`config.mk`:
```
export PLATFORM = sky130hd
export DESIGN_NAME = if_prefetch_queue
export DESIGN_NICKNAME = d
export VERILOG_FILES = /design/src/rtl/if_prefetch_queue.sv
export SDC_FILE = /design/constraint.sdc
export NUM_CORES = 1
export LEC_CHECK = 0
export ABC_AREA = 0
export CORE_ASPECT_RATIO = 1.25
export CORE_MARGIN = 2
export CORE_UTILIZATION = 50
export DETAILED_ROUTE_END_ITERATION = 8
export MAX_ROUTING_LAYER = met4
export PLACE_DENSITY = 0.76
export SYNTH_ARGS = -nofsm -noshare
export SYNTH_HDL_FRONTEND = slang
export SYNTH_SLANG_ARGS = --single-unit
export TNS_END_PERCENT = 20
```
`constraint.sdc`:
```
create_clock -name CLK -period 2.9 [get_ports CLK]
set_input_delay 0.58 -clock CLK [delete_from_list [all_inputs] [get_ports CLK]]
set_output_delay 0.58 -clock CLK [all_outputs]
set_load 0.01 [all_outputs]
```
`src/rtl/if_prefetch_queue.sv`:
```
// if_prefetch_queue: sequential instruction prefetcher feeding decode from an in-order response FIFO.
// Latency: request accepted in cycle t with a 1-cycle memory -> instr_valid in cycle t+2 (no bypass).
// Backpressure: decode_ready low holds the head; issue stops once count + outstanding reaches DEPTH.
//
// Ports:
//   CLK, Reset              clock (rising edge) and asynchronous active-low reset
//   imem_req_valid/ready    fetch request handshake; imem_req_addr is the word-aligned fetch PC
//   imem_rsp_valid/data     in-order instruction responses, one per accepted request
//   redirect, redirect_pc   EXE-stage taken branch/jump: flush queue, restart fetch at redirect_pc
//   instr_valid/instr/pc    FIFO head presented to decode; decode_ready pops it
//   occupancy               number of valid FIFO entries (debug)
module if_prefetch_queue #(
  parameter int unsigned DEPTH    = 4,             // power of 2, >= 2
  parameter logic [31:0] RESET_PC = 32'h0000_0000
) (
  input  logic                     CLK,
  input  logic                     Reset,
  output logic                     imem_req_valid,
  input  logic                     imem_req_ready,
  output logic [31:0]              imem_req_addr,
  input  logic                     imem_rsp_valid,
  input  logic [31:0]              imem_rsp_data,
  input  logic                     redirect,
  input  logic [31:0]              redirect_pc,
  output logic                     instr_valid,
  output logic [31:0]              instr,
  output logic [31:0]              instr_pc,
  input  logic                     decode_ready,
  output logic [$clog2(DEPTH):0]   occupancy
);

  localparam int unsigned AW = $clog2(DEPTH);
  localparam int unsigned CW = AW + 1;

  // DEPTH in counter width, and one bit wider for the credit sum.
  localparam logic [CW-1:0] DEPTH_C   = CW'(DEPTH);
  localparam logic [CW:0]   DEPTH_EXT = (CW+1)'(DEPTH);

  localparam logic [31:0] RESET_PC_ALIGNED = {RESET_PC[31:2], 2'b00};

  // ---------------------------------------------------------------------------
  // State
  // ---------------------------------------------------------------------------
  logic [31:0]   fetch_pc_q, fetch_pc_d;   // next address to request
  logic [31:0]   rsp_pc_q,   rsp_pc_d;     // PC of the next response to be kept
  logic [CW-1:0] count_q,    count_d;      // valid FIFO entries
  logic [CW-1:0] outst_q,    outst_d;      // accepted requests not yet answered
  logic [CW-1:0] drop_q,     drop_d;       // stale responses still to be discarded
  logic [AW-1:0] head_q,     head_d;
  logic [AW-1:0] tail_q,     tail_d;

  logic [31:0]   pc_mem  [DEPTH];
  logic [31:0]   dat_mem [DEPTH];

  // ---------------------------------------------------------------------------
  // Handshake qualifiers
  // ---------------------------------------------------------------------------
  logic [CW:0] credit_sum;
  logic        req_hs;
  logic        rsp_keep;
  logic        do_push;
  logic        do_pop;

  // Outstanding requests plus buffered entries must never exceed DEPTH,
  // which reserves a FIFO slot for every response in flight.
  assign credit_sum = {1'b0, count_q} + {1'b0, outst_q};

  // Reset gates the request combinationally so nothing is offered while
  // the memory (which shares Reset) is itself held in reset.
  assign imem_req_valid = Reset && !redirect && (credit_sum < DEPTH_EXT);
  assign imem_req_addr  = fetch_pc_q;

  assign req_hs   = imem_req_valid && imem_req_ready;
  assign rsp_keep = imem_rsp_valid && (drop_q == '0);
  // A response landing in the redirect cycle belongs to the old path.
  assign do_push  = rsp_keep && !redirect;
  assign do_pop   = instr_valid && decode_ready && !redirect;

  // ---------------------------------------------------------------------------
  // Outputs: head of the FIFO, forced to zero while empty so reset and
  // flush present clean values rather than stale storage.
  // ---------------------------------------------------------------------------
  assign instr_valid = (count_q != '0);
  assign instr       = instr_valid ? dat_mem[head_q] : 32'h0;
  assign instr_pc    = instr_valid ? pc_mem[head_q]  : 32'h0;
  assign occupancy   = count_q;

  // Low address bits of a redirect target are meaningless for word fetch.
  logic unused_redirect_lsb;
  assign unused_redirect_lsb = ^redirect_pc[1:0];

  // ---------------------------------------------------------------------------
  // Next-state logic
  // ---------------------------------------------------------------------------
  always_comb begin
    fetch_pc_d = fetch_pc_q;
    rsp_pc_d   = rsp_pc_q;
    count_d    = count_q;
    drop_d     = drop_q;
    head_d     = head_q;
    tail_d     = tail_q;

    // Outstanding tracks the memory regardless of redirect: every accepted
    // request still produces exactly one response.
    outst_d = outst_q + CW'(req_hs) - CW'(imem_rsp_valid);

    if (redirect) begin
      fetch_pc_d = {redirect_pc[31:2], 2'b00};
      rsp_pc_d   = {redirect_pc[31:2], 2'b00};
      count_d    = '0;
      head_d     = '0;
      tail_d     = '0;
      // Everything still in flight is stale. outst_q already counts any
      // responses left over from an earlier redirect, so this also covers
      // a redirect arriving during a drop phase.
      drop_d     = outst_q - CW'(imem_rsp_valid);
    end else begin
      if (req_hs) begin
        fetch_pc_d = fetch_pc_q + 32'd4;
      end
      if (imem_rsp_valid) begin
        if (drop_q != '0) begin
          drop_d = drop_q - CW'(1);
        end else begin
          tail_d   = tail_q + AW'(1);
          rsp_pc_d = rsp_pc_q + 32'd4;
        end
      end
      if (do_pop) begin
        head_d = head_q + AW'(1);
      end
      count_d = count_q + CW'(do_push) - CW'(do_pop);
    end
  end

  // ---------------------------------------------------------------------------
  // Control registers
  // ---------------------------------------------------------------------------
  always_ff @(posedge CLK or negedge Reset) begin
    if (!Reset) begin
      fetch_pc_q <= RESET_PC_ALIGNED;
      rsp_pc_q   <= RESET_PC_ALIGNED;
      count_q    <= '0;
      outst_q    <= '0;
      drop_q     <= '0;
      head_q     <= '0;
      tail_q     <= '0;
    end else begin
      fetch_pc_q <= fetch_pc_d;
      rsp_pc_q   <= rsp_pc_d;
      count_q    <= count_d;
      outst_q    <= outst_d;
      drop_q     <= drop_d;
      head_q     <= head_d;
      tail_q     <= tail_d;
    end
  end

  // ---------------------------------------------------------------------------
  // Entry storage: contents are only meaningful below count_q, so no reset.
  // ---------------------------------------------------------------------------
  always_ff @(posedge CLK) begin
    if (do_push) begin
      pc_mem[tail_q]  <= rsp_pc_q;
      dat_mem[tail_q] <= imem_rsp_data;
    end
  end

`ifndef SYNTHESIS
  // count + outstanding <= DEPTH means a response always finds a free slot.
  a_no_overflow: assert property (@(posedge CLK) disable iff (!Reset)
    imem_rsp_valid |-> (count_q != DEPTH_C));
  // Every response must answer an accepted request.
  a_no_orphan_rsp: assert property (@(posedge CLK) disable iff (!Reset)
    imem_rsp_valid |-> (outst_q != '0));
`endif

endmodule

```
==> results of run 1 <==
flip-flops by register name (all words and copies together) (netlist names):
register and flops:
occupancy 3, imem_req_addr 30, head_q 2, tail_q 2
pc_mem 120, drop_q 3, rsp_pc_q 30, outst_q 3
dat_mem 128
cells by family (layout without fill, tap and decap cells):
kind of cell,after synthesis,count (layout)
adders and majority gates,18,18
buffers and inverters,68,290
DFF,321,321
xor gates and xnor gates,45,45
and+or+nand+nor,250,250
AOI/OAI and AO/OA,77,77
other,1,4
muxes,75,75
worst max-delay path, cell delays in order, from the launching register on:
cell	delay, ns
sky130_fd_sc_hd__dfrtp_4	0.47
sky130_fd_sc_hd__buf_12	0.17
sky130_fd_sc_hd__buf_16	0.16
sky130_fd_sc_hd__mux4_2	0.48
sky130_fd_sc_hd__and2_1	0.16
sky130_fd_sc_hd__dlygate4sd2_1	0.27
synth_stat cells, types with 4 or more instances:
master,count,share of area (%)
sky130_fd_sc_hd__edfxtp_1,248,54
sky130_fd_sc_hd__dfrtp_1,73,13
sky130_fd_sc_hd__and2_1,66,3.0
sky130_fd_sc_hd__mux4_2,62,10
sky130_fd_sc_hd__nand2_1,53,1.5
sky130_fd_sc_hd__nand3_1,34,1.2
sky130_fd_sc_hd__o21ai_0,31,1.1
sky130_fd_sc_hd__nor2_1,27,0.74
sky130_fd_sc_hd__clkbuf_1,24,0.66
sky130_fd_sc_hd__xnor2_1,24,1.5
sky130_fd_sc_hd__xor2_1,21,1.3
sky130_fd_sc_hd__inv_1,20,0.55
sky130_fd_sc_hd__nand4_1,20,0.91
sky130_fd_sc_hd__ha_1,16,1.5
sky130_fd_sc_hd__and3_1,12,0.55
sky130_fd_sc_hd__buf_2,11,0.40
sky130_fd_sc_hd__o211ai_1,11,0.60
sky130_fd_sc_hd__mux2_2,10,0.82
sky130_fd_sc_hd__a21oi_1,8,0.29
sky130_fd_sc_hd__nor4_2,8,0.73
sky130_fd_sc_hd__buf_4,6,0.33
sky130_fd_sc_hd__o21ai_1,6,0.22
sky130_fd_sc_hd__o311ai_0,6,0.38
sky130_fd_sc_hd__a31oi_1,5,0.23
sky130_fd_sc_hd__nor3_1,5,0.18
sky130_fd_sc_hd__and4_1,4,0.26
sky130_fd_sc_hd__nor4_1,4,0.18
power by group:
| group | internal (mW) | total [mW] | switching, mW |
|---|---|---|---|
| clock | 2.48 | 4.10 | 1.62 |
| combinational | 2.31 | 4.23 | 1.93 |
| sequential | 5.27 | 5.58 | 0.310 |
metal layers:
| layer | track usage [%] | wire length (µm) |
|---|---|---|
| met1 | 27.58 | 12160 |
| met2 | 35.29 | 14720 |
| met3 | 2.884 | 1549 |
| met4 | 5.643 | 714 |
| met5 | - | 0 |
metrics by stage:
step | util (%) | total power [mW] | hold WS, ns
detailed placement | 59.39 | 9.671 | 0.5400
global placement | 59.39 | 9.584 | 0.5379
CTS | 63.87 | 13.94 | 0.1609
floorplan | - | 7.724 | 0.2844
finish | 64.19 | 13.91 | 0.1614
global route | 64.19 | 14.58 | 0.1727
area by class of cell:
cell class	instances	area [µm²]	area share [%]
inverter	22	82.58	0.4796
clock inverter	18	246.5	1.431
sequential	321	9280	53.89
tap	345	431.7	2.507
timing repair buffer	214	2247	13.05
clock buffer	36	794.5	4.614
multi-input combinational	469	4136	24.02
worst min path at each step:
stage	startpoint	to	slack (ns)
2_1_floorplan	Reset	drop_q[0]	0.28
3_5_place_dp	outst_q[0]	outst_q[0]	0.54
6_report	Reset	imem_req_addr[30]	0.16
3_3_place_gp	outst_q[0]	outst_q[0]	0.54
4_1_cts	Reset	imem_req_addr[30]	0.16
5_1_grt	Reset	imem_req_addr[27]	0.17
repair_timing:
item / in CTS / in global routing
gates resized for setup: 100 / 53
buffers inserted: 6 / 10
endpoints found under the setup margin: 63 / 46
gates cloned: 4 / 0
layout by cell type (no fill, tap or decap), types with 20 or more instances in the layout:
master	netlist	routed
sky130_fd_sc_hd__edfxtp_1	248	248
sky130_fd_sc_hd__clkdlybuf4s50_1	0	100
sky130_fd_sc_hd__dfrtp_1	73	70
sky130_fd_sc_hd__and2_1	66	63
sky130_fd_sc_hd__mux4_2	62	62
sky130_fd_sc_hd__nand2_1	53	53
sky130_fd_sc_hd__nand3_1	34	34
sky130_fd_sc_hd__clkdlybuf4s15_1	0	33
sky130_fd_sc_hd__o21ai_0	31	31
sky130_fd_sc_hd__clkbuf_16	0	31
sky130_fd_sc_hd__nor2_1	27	27
sky130_fd_sc_hd__buf_4	6	27
sky130_fd_sc_hd__xnor2_1	24	24
sky130_fd_sc_hd__xor2_1	21	21
sky130_fd_sc_hd__inv_1	20	20
sky130_fd_sc_hd__nand4_1	20	20
==> flow_summary.rst, run 1 <==
.. list-table::
   :header-rows: 1

   * - Metric
     - Value
   * - Status
     - finished, final reports clean
   * - Count of input and output buffers
     - 164
   * - Starting Density
     - 50.98%
   * - Crit Path Category
     - reg2out
   * - Number of synthesized flops with an enable pin
     - 248
   * - Highest net fanout along the worst path
     - 10
   * - Worst Setup End Kind
     - output pin
   * - Placed Instance Area
     - 15,930 µm²
   * - Hold buffer count at cts
     - 0
   * - Reg-to-reg endpoint
     - outst_q[1]
   * - Beginning of the critical path
     - head_q[0]
   * - Mux contribution to synthesized area
     - 11.25%
   * - Area of the die
     - 28,700 µm²
   * - Max H-tree Level
     - 1
   * - Core Area
     - 26,830 µm²
   * - Largest vdd supply drop
     - 0.4305 mV
   * - Register-to-register path setup slack
     - 0.53 ns
   * - Layout Skew
     - 0.01234 ns
   * - Launching point of the worst reg2reg path
     - occupancy[2]
   * - Final period demand of the worst path
     - 2.834 ns
   * - Clock-pin slew of the registers on the worst-case setup and hold paths
     - 0.06 ns
   * - Worst setup slack before clock tree synthesis
     - 0.2634 ns
   * - Clock latency reported for the late side of the worst-skew pair
     - 0.55 ns
   * - Overflow left after global routing
     - 0
   * - First drt pass iteration count
     - 5
   * - Number of hold violations in the final report
     - 0
   * - Register bit total from synthesis
     - 321
   * - Max-slew violation count
     - 0
   * - Clock Tree Root
     - sky130_fd_sc_hd__clkbuf_16
   * - Vias in the first global route
     - 8,271
   * - Post-synthesis simple-gate area fraction
     - 10.58%
   * - Adder and majority cell fraction of the synthesized area
     - 1.757%
   * - ANT nets after route
     - 0
   * - Total inserted antenna cells
     - 0
   * - Fraction of synthesis flops using an asynchronous set or reset pin
     - 22.74%
   * - Primary FF master, synth
     - sky130_fd_sc_hd__edfxtp_1
   * - Mean post-synth cell area
     - 15.99 µm²
   * - Die height
     - 188.9 µm
   * - DRC violation count after routing
     - 0
   * - Setup repair after global routing missed its margin
     - yes
   * - Critical path capture point
     - instr[29]
   * - Global routing usage summed across all routing layers
     - 21.10%
   * - Gate count after technology mapping
     - 855
   * - Worst path required time
     - 2.32 ns
   * - Area fraction in compound gates after synthesis
     - 3.495%
   * - Post-detailed-route via-to-cell ratio
     - 5.670
   * - Part of the Yosys area used for sequential elements
     - 67.81%
   * - Gp weighted congestion
     - 0.9456
   * - Maximum number of pins on one net before global-route repair
     - 42
   * - WL final
     - 29.15 mm
   * - Netlist area before placement
     - 13,680 µm²
   * - Number of maximum-capacitance violations
     - 0
   * - Wire length of the first global-routing pass
     - 46.25 mm
   * - Number of violations reported at the end of detailed-routing iteration 0
     - 467
   * - Number of distinct library cells after synthesis
     - 54
   * - Filler instances
     - 1,975
   * - Layout cells sized above 1
     - 20.00%
   * - Final instance count without filler cells
     - 1,425
   * - Worst-case reg-to-reg path depth
     - 10
   * - Fmax
     - 0.3529 GHz
   * - Number of top-level design ports
     - 171
   * - Critical Path Start Type
     - register
   * - Post-DP HPWL
     - 18.06 mm
   * - Number of antenna violations at the first check in global routing
     - 0
   * - Nets
     - 1,146
   * - Via total after detailed routing
     - 8,080
   * - Cell count after placement
     - 1,351
   * - Period utilisation layout
     - 97.72%
   * - Standard-cell rows
     - 67
   * - Main combinational cell family by area after synthesis
     - multiplexers
   * - Worst max-slew margin expressed relative to the limit
     - 59.27%
   * - Post-route cell area
     - 17,220 µm²
   * - Yosys synthesis warning count
     - 0
   * - XOR/XNOR share of the synthesized area
     - 2.882%
   * - Crit path setup slack, layout
     - 0.06607 ns
   * - Max clock buf depth
     - 3
   * - Total Neg Setup Slack
     - 0 ns
   * - Die width
     - 151.9 µm
   * - Power density cells
     - 808.0 nW/µm²
   * - Inserted Clock Buffers
     - 30
   * - CP arrival
     - 2.25 ns
   * - Hold Crit Class
     - in2async
   * - Detail-routed net length per standard cell
     - 20.45 µm
   * - Static leakage power
     - 6.093 nW
   * - TritonCTS clock tree
     - done
   * - Sinks on the clock net
     - 321
   * - Layout area overhead
     - 25.91%
   * - Transition time at the pin with the least slew margin
     - 0.6053 ns
   * - Number of setup violations in the final report
     - 0
(Power assumes the default switching activity.)
==> run 2, diff against run 1 <==
--- a/config.mk
+++ b/config.mk
@@ -6,7 +6,8 @@
 export NUM_CORES = 1
 export LEC_CHECK = 0
 export ABC_AREA = 0
-export CORE_ASPECT_RATIO = 1.25
+export ABC_CLOCK_PERIOD_IN_PS = 2900
+export CORE_ASPECT_RATIO = 1.5
 export CORE_MARGIN = 2
 export CORE_UTILIZATION = 50
 export DETAILED_ROUTE_END_ITERATION = 8
==> flow_summary.rst, run 2 (synthesis results as in run 1) <==
.. list-table::
   :header-rows: 1

   * - Metric
     - Value
   * - Total inserted antenna cells
     - 0 (unchanged)
   * - Area of the die
     - 28,720 µm² (was 28,700 µm²)
   * - Layout area overhead
     - 24.68% (was 25.91%)
   * - Highest net fanout along the worst path
     - 9 (was 10)
   * - Inserted Clock Buffers
     - 29 (was 30)
   * - Layout cells sized above 1
     - 17.97% (was 20.00%)
   * - Transition time at the pin with the least slew margin
     - 0.5720 ns (was 0.6053 ns)
   * - Number of top-level design ports
     - 171 (unchanged)
   * - Via total after detailed routing
     - 8,089 (was 8,080)
   * - Period utilisation layout
     - 98.53% (was 97.72%)
   * - Biggest register
     - dat_mem (unchanged)
   * - Number of violations reported at the end of detailed-routing iteration 0
     - 447 (was 467)
   * - Power, Total
     - 13.54 mW (was 13.91 mW)
   * - Sinks on the clock net
     - 321 (unchanged)
   * - TritonCTS clock tree
     - done (unchanged)
   * - Die width
     - 139.0 µm (was 151.9 µm)
   * - Number of setup violations in the final report
     - 0 (unchanged)
   * - Number of antenna violations at the first check in global routing
     - 0 (unchanged)
   * - Hold Crit Class
     - in2async (unchanged)
   * - Maximum number of pins on one net before global-route repair
     - 45 (was 42)
   * - WL final
     - 29.11 mm (was 29.15 mm)
   * - Number of hold violations in the final report
     - 0 (unchanged)
   * - Largest vdd supply drop
     - 0.5780 mV (was 0.4305 mV)
   * - Global routing usage summed across all routing layers
     - 20.71% (was 21.10%)
   * - Overflow left after global routing
     - 0 (unchanged)
   * - Status
     - finished, final reports clean (unchanged)
   * - Max-slew violation count
     - 0 (unchanged)
   * - Max H-tree Level
     - 1 (unchanged)
   * - Crit Path Category
     - reg2out (unchanged)
   * - Top Registers
     - dat_mem x128, pc_mem x120 (unchanged)
   * - ANT nets after route
     - 0 (unchanged)
   * - Nets
     - 1,142 (was 1,146)
   * - Critical Path Start Type
     - register (unchanged)
   * - CP arrival
     - 2.28 ns (was 2.25 ns)
   * - Gp weighted congestion
     - 0.9096 (was 0.9456)
   * - Power density cells
     - 794.1 nW/µm² (was 808.0 nW/µm²)
   * - Static leakage power
     - 6.132 nW (was 6.093 nW)
   * - Final period demand of the worst path
     - 2.857 ns (was 2.834 ns)
   * - Total Neg Setup Slack
     - 0 ns (unchanged)
   * - Most used cells in the layout excluding fill and tap cells
     - sky130_fd_sc_hd__edfxtp_1, sky130_fd_sc_hd__clkdlybuf4s50_1, sky130_fd_sc_hd__dfrtp_1, sky130_fd_sc_hd__and2_1, sky130_fd_sc_hd__mux4_2 (unchanged)
   * - Layout Skew
     - 0.01269 ns (was 0.01234 ns)
   * - Wire length of the first global-routing pass
     - 44.99 mm (was 46.25 mm)
   * - Max clock buf depth
     - 3 (unchanged)
   * - Max reg flops
     - 128 (unchanged)
   * - Die height
     - 206.6 µm (was 188.9 µm)
   * - Post-detailed-route via-to-cell ratio
     - 5.713 (was 5.670)
   * - Most common cell after layout, fill and taps aside
     - sky130_fd_sc_hd__edfxtp_1 (unchanged)
   * - Vias in the first global route
     - 8,219 (was 8,271)
   * - Clock Tree Root
     - sky130_fd_sc_hd__clkbuf_16 (unchanged)
   * - Setup repair after global routing missed its margin
     - yes (unchanged)
   * - Detail-routed net length per standard cell
     - 20.56 µm (was 20.45 µm)
   * - Clock latency reported for the late side of the worst-skew pair
     - 0.55 ns (about the same)
   * - First drt pass iteration count
     - 5 (unchanged)
   * - DRC violation count after routing
     - 0 (unchanged)
   * - Clock-pin slew of the registers on the worst-case setup and hold paths
     - 0.07 ns (was 0.06 ns)
   * - Worst Setup End Kind
     - output pin (unchanged)
   * - Core Area
     - 27,040 µm² (was 26,830 µm²)
   * - Count of input and output buffers
     - 164 (unchanged)
   * - Worst max-slew margin expressed relative to the limit
     - 61.72% (was 59.27%)
   * - Fmax
     - 0.3500 GHz (was 0.3529 GHz)
   * - Number of maximum-capacitance violations
     - 0 (unchanged)
   * - Post-DP HPWL
     - 18.51 mm (was 18.06 mm)
   * - Worst path required time
     - 2.32 ns (about the same)
   * - Filler instances
     - 1,974 (was 1,975)
   * - Starting Density
     - 50.58% (was 50.98%)
   * - Standard-cell rows
     - 74 (was 67)
run 2: cell types whose count changed in the layout (fill, tap and decap cells not counted), moves of 4 or more:
cell / previous run / this run
sky130_fd_sc_hd__buf_12: 17 / 13
sky130_fd_sc_hd__buf_16: 6 / 1
sky130_fd_sc_hd__buf_2: 11 / 1
sky130_fd_sc_hd__buf_4: 27 / 31
sky130_fd_sc_hd__clkbuf_2: 8 / 0
sky130_fd_sc_hd__clkdlybuf4s15_1: 33 / 8
sky130_fd_sc_hd__dlygate4sd2_1: 10 / 54
run 2: cell type report:
| type | count | area (µm²) | share of cell area, % |
|---|---|---|---|
| sequential | 321 | 9280 | 54.43 |
| multi-input combinational | 469 | 4129 | 24.22 |
| timing repair buffer | 211 | 2128 | 12.48 |
| clock buffer | 31 | 733.2 | 4.300 |
| tap | 342 | 427.9 | 2.510 |
| clock inverter | 20 | 269.0 | 1.578 |
| inverter | 22 | 82.58 | 0.4843 |
run 2: repair_timing:
item	4_1_cts	5_1_grt
resized for setup	66	10
endpoints found under the setup margin	64	6
hold endpoints to repair	1	0
buffers inserted	0	12
hold buffers	1	0
cloned	1	1
pin swaps	0	1
run 2: layer usage:
layer	global-route usage, %	up-vias	wire, µm
li1	-	3658	-
met2	36.31	268	15350
met4	7.612	0	987
met3	1.915	56	1259
met5	-	-	0
met1	25.38	4107	11520
run 2: worst paths after layout:
check / end / slack, ns / start / depth (start not counted)
setup reg to reg: occupancy[2] / 0.46 / occupancy[1] / 11
min in group CLK: tail_q[0] / 0.43 / redirect / 3
hold reg to reg: outst_q[0] / 0.55 / outst_q[0] / 1
hold / removal: imem_req_addr[12] / 0.41 / Reset / 2
max in group asynchronous: head_q[0] / 1.24 / Reset / 4
setup / recovery: instr_pc[13] / 0.04 / head_q[0] / 5
run 2: power breakdown:
part	leakage [nW]	switching, mW	internal, mW
sequential	3.12	0.316	5.27
combinational	2.53	1.86	2.10
clock	0.484	1.63	2.37
run 2: through the flow:
step                hold slack [ns]  utilization [%]  cells  worst slack [ns]  cell area [µm²]
CTS                          0.3727            62.58   1403           -0.1180            16920
finish                       0.4070            63.06   1416           0.04273            17050
global placement             0.3896            58.98   1350            0.2509            15950
global route                 0.4007            63.06   1416          -0.01850            17050
detailed placement           0.3919            58.98   1350            0.2288            15950
floorplan                    0.2844                -    858           -0.2094            13690
run 2: critical path, cell delays in order (launching register included):
cell and delay [ns]:
sky130_fd_sc_hd__dfrtp_4 0.48, sky130_fd_sc_hd__buf_6 0.13, sky130_fd_sc_hd__clkbuf_16 0.17, sky130_fd_sc_hd__mux4_2 0.51, sky130_fd_sc_hd__and2_1 0.17, sky130_fd_sc_hd__dlygate4sd2_1 0.27
